$ cat config.mk
export PLATFORM = sky130hd
export DESIGN_NAME = plic_lite_flat
export DESIGN_NICKNAME = d
export VERILOG_FILES = /design/src/rtl/plic_lite_pkg.sv /design/src/rtl/plic_lite_if.sv /design/src/rtl/plic_lite_gateway.sv /design/src/rtl/plic_lite.sv /design/src/flat_wrapper.sv
export SDC_FILE = /design/constraint.sdc
export NUM_CORES = 1
export LEC_CHECK = 0
export ABC_AREA = 1
export CAP_MARGIN = 20
export CORE_MARGIN = 10
export CORE_UTILIZATION = 40
export CTS_CLUSTER_SIZE = 40
export DETAILED_ROUTE_END_ITERATION = 6
export PLACE_DENSITY = 0.77
export SYNTH_ARGS = -nofsm -noshare
export SYNTH_HDL_FRONTEND = slang
export SYNTH_SLANG_ARGS = --single-unit
$ cat constraint.sdc
create_clock -name clk -period 13.42 [get_ports clk]
set_input_delay 2.684 -clock clk [delete_from_list [all_inputs] [get_ports clk]]
set_output_delay 2.684 -clock clk [all_outputs]
set_load 0.01 [all_outputs]
$ cat src/rtl/plic_lite_pkg.sv
// Shared constants and types for the single-context PLIC.
package plic_lite_pkg;

    localparam logic [21:0] PLIC_PRIO_BASE = 22'h000000;
    localparam logic [21:0] PLIC_PENDING   = 22'h001000;
    localparam logic [21:0] PLIC_ENABLE    = 22'h002000;
    localparam logic [21:0] PLIC_THRESH    = 22'h200000;
    localparam logic [21:0] PLIC_CLAIM     = 22'h200004;

    localparam int PLIC_PRIO_W = 3;
    localparam int PLIC_NSRC   = 8;

    typedef enum logic {
        IDLE = 1'b0,
        RESP = 1'b1
    } bus_state_t;

endpackage

$ cat src/rtl/plic_lite_if.sv
// D-bus slave port of the PLIC: request held until a one-cycle ack.
interface plic_lite_if;
    logic        req;
    logic        we;
    logic [21:0] addr;
    logic [31:0] wdata;
    logic [31:0] rdata;
    logic        ack;

    modport master (output req, output we, output addr, output wdata,
                    input rdata, input ack);
    modport slave  (input req, input we, input addr, input wdata,
                    output rdata, output ack);
endinterface

$ cat src/rtl/plic_lite_gateway.sv
// Level gateway for one source: synchroniser, pending and in-flight flags.
module plic_lite_gateway (
    input  logic clk,
    input  logic rst_n,
    input  logic src_level,
    input  logic claim,
    input  logic complete,
    output logic pending,
    output logic in_flight
);

    logic sync1;
    logic sync2;

    // Two-flop synchroniser for the asynchronous source level.
    always_ff @(posedge clk or negedge rst_n) begin
        if (!rst_n) begin
            sync1 <= 1'b0;
            sync2 <= 1'b0;
        end else begin
            sync1 <= src_level;
            sync2 <= sync1;
        end
    end

    // Claim clear beats a same-cycle set; in_flight blocks re-arming until complete.
    always_ff @(posedge clk or negedge rst_n) begin
        if (!rst_n) begin
            pending   <= 1'b0;
            in_flight <= 1'b0;
        end else begin
            if (claim) begin
                pending <= 1'b0;
            end else if (sync2 && !in_flight) begin
                pending <= 1'b1;
            end
            if (claim) begin
                in_flight <= 1'b1;
            end else if (complete) begin
                in_flight <= 1'b0;
            end
        end
    end

endmodule

$ cat src/rtl/plic_lite.sv
// Single-context PLIC: register file, priority arbiter and bus responder.
// NSRC is assumed to be a power of two so the priority window decodes cleanly.
module plic_lite
    import plic_lite_pkg::*;
#(
    parameter int NSRC   = PLIC_NSRC,
    parameter int PRIO_W = PLIC_PRIO_W
) (
    input  logic            clk,
    input  logic            rst_n,
    input  logic [NSRC-1:0] src,
    plic_lite_if.slave      bus,
    output logic            irq_ext
);

    localparam int IDW = $clog2(NSRC);

    bus_state_t          state;
    bus_state_t          state_nxt;
    logic [PRIO_W-1:0]   prio [NSRC];
    logic [NSRC-1:0]     enable;
    logic [PRIO_W-1:0]   threshold;
    logic [31:0]         rdata_q;
    logic [NSRC-1:0]     pending;
    logic [NSRC-1:0]     in_flight;
    logic [NSRC-1:0]     claim_vec;
    logic [NSRC-1:0]     complete_vec;
    logic [IDW-1:0]      best_id;
    logic [PRIO_W-1:0]   best_prio;
    logic                accept;
    logic                prio_hit;
    logic [IDW-1:0]      prio_idx;
    logic                claim_hit;
    logic [31:0]         read_val;

    wire unused_bits = ^{src[0], in_flight[0], claim_vec[0], complete_vec[0]};

    assign pending[0]   = 1'b0;
    assign in_flight[0] = 1'b0;

    for (genvar g = 1; g < NSRC; g++) begin : g_gw
        plic_lite_gateway u_gw (
            .clk       (clk),
            .rst_n     (rst_n),
            .src_level (src[g]),
            .claim     (claim_vec[g]),
            .complete  (complete_vec[g]),
            .pending   (pending[g]),
            .in_flight (in_flight[g])
        );
    end

    // Arbiter: highest priority above threshold wins, ascending scan keeps lowest ID on ties.
    always_comb begin
        best_id   = '0;
        best_prio = threshold;
        for (int i = 1; i < NSRC; i++) begin
            if (pending[i] && enable[i] && (prio[i] > best_prio)) begin
                best_id   = IDW'(i);
                best_prio = prio[i];
            end
        end
    end

    // Address decode and read mux.
    always_comb begin
        accept    = (state == IDLE) && bus.req;
        prio_idx  = bus.addr[IDW+1:2];
        prio_hit  = (bus.addr[21:IDW+2] == PLIC_PRIO_BASE[21:IDW+2]) &&
                    (bus.addr[1:0] == 2'b00);
        claim_hit = (bus.addr == PLIC_CLAIM);
        read_val  = '0;
        if (prio_hit) begin
            read_val = 32'(prio[prio_idx]);
        end else if (bus.addr == PLIC_PENDING) begin
            read_val = 32'(pending);
        end else if (bus.addr == PLIC_ENABLE) begin
            read_val = 32'(enable);
        end else if (bus.addr == PLIC_THRESH) begin
            read_val = 32'(threshold);
        end else if (claim_hit) begin
            read_val = 32'(best_id);
        end
    end

    // Claim/complete strobes to the gateways; full wdata compared so out-of-range IDs do nothing.
    always_comb begin
        claim_vec    = '0;
        complete_vec = '0;
        for (int i = 1; i < NSRC; i++) begin
            claim_vec[i]    = accept && !bus.we && claim_hit && (best_id == IDW'(i));
            complete_vec[i] = accept && bus.we && claim_hit && (bus.wdata == 32'(i));
        end
    end

    // Register file writes, performed on the accepting edge.
    always_ff @(posedge clk or negedge rst_n) begin
        if (!rst_n) begin
            for (int i = 0; i < NSRC; i++) begin
                prio[i] <= '0;
            end
            enable    <= '0;
            threshold <= '0;
        end else if (accept && bus.we) begin
            if (prio_hit && (prio_idx != '0)) begin
                prio[prio_idx] <= bus.wdata[PRIO_W-1:0];
            end
            if (bus.addr == PLIC_ENABLE) begin
                enable <= {bus.wdata[NSRC-1:1], 1'b0};
            end
            if (bus.addr == PLIC_THRESH) begin
                threshold <= bus.wdata[PRIO_W-1:0];
            end
        end
    end

    // Bus state register.
    always_ff @(posedge clk or negedge rst_n) begin
        if (!rst_n) begin
            state <= IDLE;
        end else begin
            state <= state_nxt;
        end
    end

    // Bus next state: one response cycle per accepted request.
    always_comb begin
        state_nxt = state;
        case (state)
            IDLE:    if (bus.req) state_nxt = RESP;
            RESP:    state_nxt = IDLE;
            default: state_nxt = IDLE;
        endcase
    end

    // Read data captured at acceptance, zeroed once the response cycle ends.
    always_ff @(posedge clk or negedge rst_n) begin
        if (!rst_n) begin
            rdata_q <= '0;
        end else if (accept) begin
            rdata_q <= bus.we ? 32'd0 : read_val;
        end else begin
            rdata_q <= '0;
        end
    end

    // Registered interrupt request.
    always_ff @(posedge clk or negedge rst_n) begin
        if (!rst_n) begin
            irq_ext <= 1'b0;
        end else begin
            irq_ext <= (best_id != '0);
        end
    end

    assign bus.ack   = (state == RESP);
    assign bus.rdata = rdata_q;

endmodule
$ cat src/flat_wrapper.sv
// flat-port wrapper written by rule: the top's interface ports become plain ports
module plic_lite_flat import plic_lite_pkg::*;
#(
    parameter int NSRC   = PLIC_NSRC,
    parameter int PRIO_W = PLIC_PRIO_W
)
  (clk, rst_n, src, irq_ext, bus_req, bus_we, bus_addr, bus_wdata, bus_rdata, bus_ack);
  plic_lite_if bus_i ();
  input  logic clk;
  input  logic rst_n;
  input  logic [NSRC-1:0] src;
  output logic irq_ext;
  input wire logic [$bits(bus_i.req)-1:0] bus_req;
  input wire logic [$bits(bus_i.we)-1:0] bus_we;
  input wire logic [$bits(bus_i.addr)-1:0] bus_addr;
  input wire logic [$bits(bus_i.wdata)-1:0] bus_wdata;
  output wire logic [$bits(bus_i.rdata)-1:0] bus_rdata;
  output wire logic [$bits(bus_i.ack)-1:0] bus_ack;
  assign bus_i.req = bus_req;
  assign bus_i.we = bus_we;
  assign bus_i.addr = bus_addr;
  assign bus_i.wdata = bus_wdata;
  assign bus_rdata = bus_i.rdata;
  assign bus_ack = bus_i.ack;
  plic_lite #(.NSRC(NSRC), .PRIO_W(PRIO_W)) u_core (.clk(clk), .rst_n(rst_n), .src(src), .bus(bus_i), .irq_ext(irq_ext));
endmodule
==> flow_metrics.py <==
metrics = {
    "cts": {
        "cts_buffers": 9,
        "post_cts_buffers": 0,
        "htreeDepth": 3,
        "cts.sinks": 72,
        "cts-resized-gates": 0,
        "cts_tree": "done",
        "cts_buffer_depth": 2,
        "clk_pin_slew_ps": 90,
        "clk_latency_ps": 350,
        "hold_buffers": 0,
        "cts_root_buffer": "clkbuf_8",
    },
    "yosys": {
        "ys_types": 42,
        "synth_edf_count": 0,
        "synth_ff_type": "dfrtp_1",
        "synth_seq_cells": 72,
        "syn_area_sq_um": 4230,
        "ys_seq_area_share_pct": 42.6,
        "ys_async_sr_fraction_pct": 100,
        "syn_avg_cell_area_sq_um": 8.24,
        "synth_cells": 513,
        "yosysWarnings": 0,
    },
    "worst_setup_path": {
        "start_kind": "register",
        "rr_startpoint": "u_core.threshold[2]",
        "end_kind": "register",
        "rr_endpoint": "u_core.g_gw[1].u_gw.in_flight",
        "rr_worst_depth": 51,
        "crit_top_cell": "o21ai_0",
        "critPathKind": "reg2reg",
        "crit_required_ps": 13690,
        "arrival_ps": 8940,
        "r2r_slack_ps": 4750,
        "slowest_stage": "dfrtp_1",
        "worstPathMaxFanout": 7,
        "slowest_delay_ps": 430,
    },
    "place": {
        "place_ws_ps": 4910,
        "dpl.hpwl_um": 8960,
        "dpl.cell_count": 718,
        "io_buffers": 74,
        "gp_congestion": 0.895,
    },
    "timing": {
        "finClkSkew_ps": 11.2,
        "final.setup.tns_ps": 0,
        "slew_headroom_pct": 41.6,
        "hold_violations": 0,
        "final.setup.worst_slack_ps": 4750,
        "clock.fmax_ghz": 0.115,
        "timing.final.max_slew_violations": 0,
        "grt_setup_unrepaired": "no",
        "tightestPinTransition_ps": 876,
        "period_minus_slack_ps": 8670,
        "finalCritPeriodShare_pct": 64.6,
        "setup_viol": 0,
    },
    "finish": {
        "layout.nets": 672,
        "syn2layout_area_growth_pct": 23.7,
        "instances_no_fill": 734,
        "seq_area_sq_um": 1800,
        "diodes": 0,
        "n_fill_cell": 991,
        "multi_input_area_sq_um": 2050,
        "mostFrequentLayoutCells": "nand2_1 (91), clkdlybuf4s50_1 (73), dfrtp_1 (72)",
        "final_common_cell": "nand2_1",
        "drive_above_1_share_pct": 11.9,
    },
    "min_path": {
        "hold_path_end": "u_core.g_gw[2].u_gw.sync2",
        "whs_path_depth": 0,
        "hold_class": "reg2reg",
        "min-delay-start": "u_core.g_gw[2].u_gw.sync1",
    },
    "detailed_routing": {
        "vias": 3735,
        "via_per_inst": 5.09,
        "first_iter_violations": 232,
        "drc": 0,
        "ant_nets": 0,
        "finalWirelength_um": 11200,
        "first_pass_iters": 5,
        "wl_per_cell_um": 15.3,
    },
    "floorplanning": {
        "die_area_sq_um": 15100,
        "die_y_um": 123,
        "io-pin-count": 100,
        "core-area_sq_um": 10300,
        "rows": 37,
        "die_w_um": 123,
        "initial_core_util_pct": 41.0,
    },
    "power": {
        "power_density_nw_per_um2": 83.2,
        "peakVddDrop_uv": 78.6,
        "p_total_mw": 0.435,
        "cellLeakagePower_nw": 2.37,
    },
    "global_route": {
        "antenna_found_initial": 0,
        "overflow": 0,
        "grt_pass1_vias": 3889,
        "grt_max_degree": 73,
        "grtUsageTotal_pct": 15.3,
        "grt_pass1_wl_um": 18600,
    },
    "run_status": {
        "status": "completed",
    },
    "run": {
        "drv_cap": 0,
    },
}
==> layout make-up <==
class	instances	area share, %
clock inverter	7	1.46
inverter	69	5.05
clock buffer	9	2.37
multi-input combinational	366	39.2
sequential	72	34.5
tap	136	3.25
timing repair buffer	75	14.2
==> critical path, delay by kind of cell, from the launching register on <==
family          cells  cell delay (ps)
compound gates     13             2440
fa+ha+maj           7             2170
buf+inv             4              330
flops               1              430
simple gates       27             3210
==> registers in the layout, indices dropped and copies added, names as in the netlist, 3 cells and up <==
name	cells
u_core.bus.rdata	8
u_core.prio	24
u_core.enable	7
u_core.g_gw.u_gw.in_flight	7
u_core.g_gw.u_gw.pending	7
u_core.g_gw.u_gw.sync2	7
u_core.threshold	3
u_core.g_gw.u_gw.sync1	7
==> logic make-up (layout without fill, tap and decap cells) <==
logic type	count (synthesis)	in the layout	share of synthesized area [%]
and+or+nand+nor	219	219	26.9
AOI/OAI and AO/OA	105	105	14.2
buffers and inverters	98	160	10.9
DFF	72	72	42.6
adders and majority gates	13	13	3.85
muxes	5	5	1.33
other	1	24	0.0887
==> stage by stage <==
step | area, sq um | utilization (%) | hold WS (ps)
2_1_floorplan | 4310 | - | 331
3_3_place_gp | 5030 | 48.7 | 331
3_5_place_dp | 5030 | 48.7 | 335
4_1_cts | 5230 | 50.6 | 353
5_1_grt | 5230 | 50.6 | 368
6_report | 5230 | 50.6 | 350
==> cells in the mapped netlist (3+ instances only) <==
library cell,count,share of area [%]
or2_2,3,0.44
inv_2,3,0.27
nand2b_1,4,0.59
nand2_4,9,2.4
ha_1,13,3.8
a21oi_1,31,3.7
nor4_1,13,1.9
o21ai_0,50,5.9
buf_4,24,4.3
mux2_2,5,1.3
nor3_1,10,1.2
clkbuf_1,5,0.44
nor2_1,23,2.0
nand3_1,30,3.6
dfrtp_1,72,43
nand2_1,91,8.1
nand4_1,10,1.5
nand3_2,7,1.7
inv_1,62,5.5
o22ai_1,4,0.59
o221ai_1,4,0.83
nand2_2,14,2.1
==> per-layer routing <==
metal  routed length, um  GRT usage [%]  up-vias
li1                    -              -     1837
met1                4660           17.9     1740
met2                5640           26.8      142
met3                 816           3.95       16
met4                 126           4.93        0
met5                   0              0        -
==> power breakdown <==
group	leakage (nW)	total [mW]	internal, mW	switching, mW
Sequential	0.920	0.220	0.219	0.000640
Clock	0.0966	0.176	0.0874	0.0883
Combinational	1.35	0.0396	0.0191	0.0205
Total	2.37	0.435	0.326	0.109
==> worst max-delay path by stage <==
stage	from	end	slack (ps)
after floorplan	u_core.threshold[2]	u_core.g_gw[7].u_gw.in_flight	6050
after global placement	u_core.threshold[2]	u_core.g_gw[7].u_gw.in_flight	5240
after detailed placement	u_core.threshold[2]	u_core.g_gw[1].u_gw.in_flight	4910
after CTS	u_core.threshold[2]	u_core.g_gw[1].u_gw.in_flight	4820
after global routing	u_core.threshold[2]	u_core.g_gw[1].u_gw.in_flight	3880
final	u_core.threshold[2]	u_core.g_gw[1].u_gw.in_flight	4750
(Power assumes the default switching activity.)
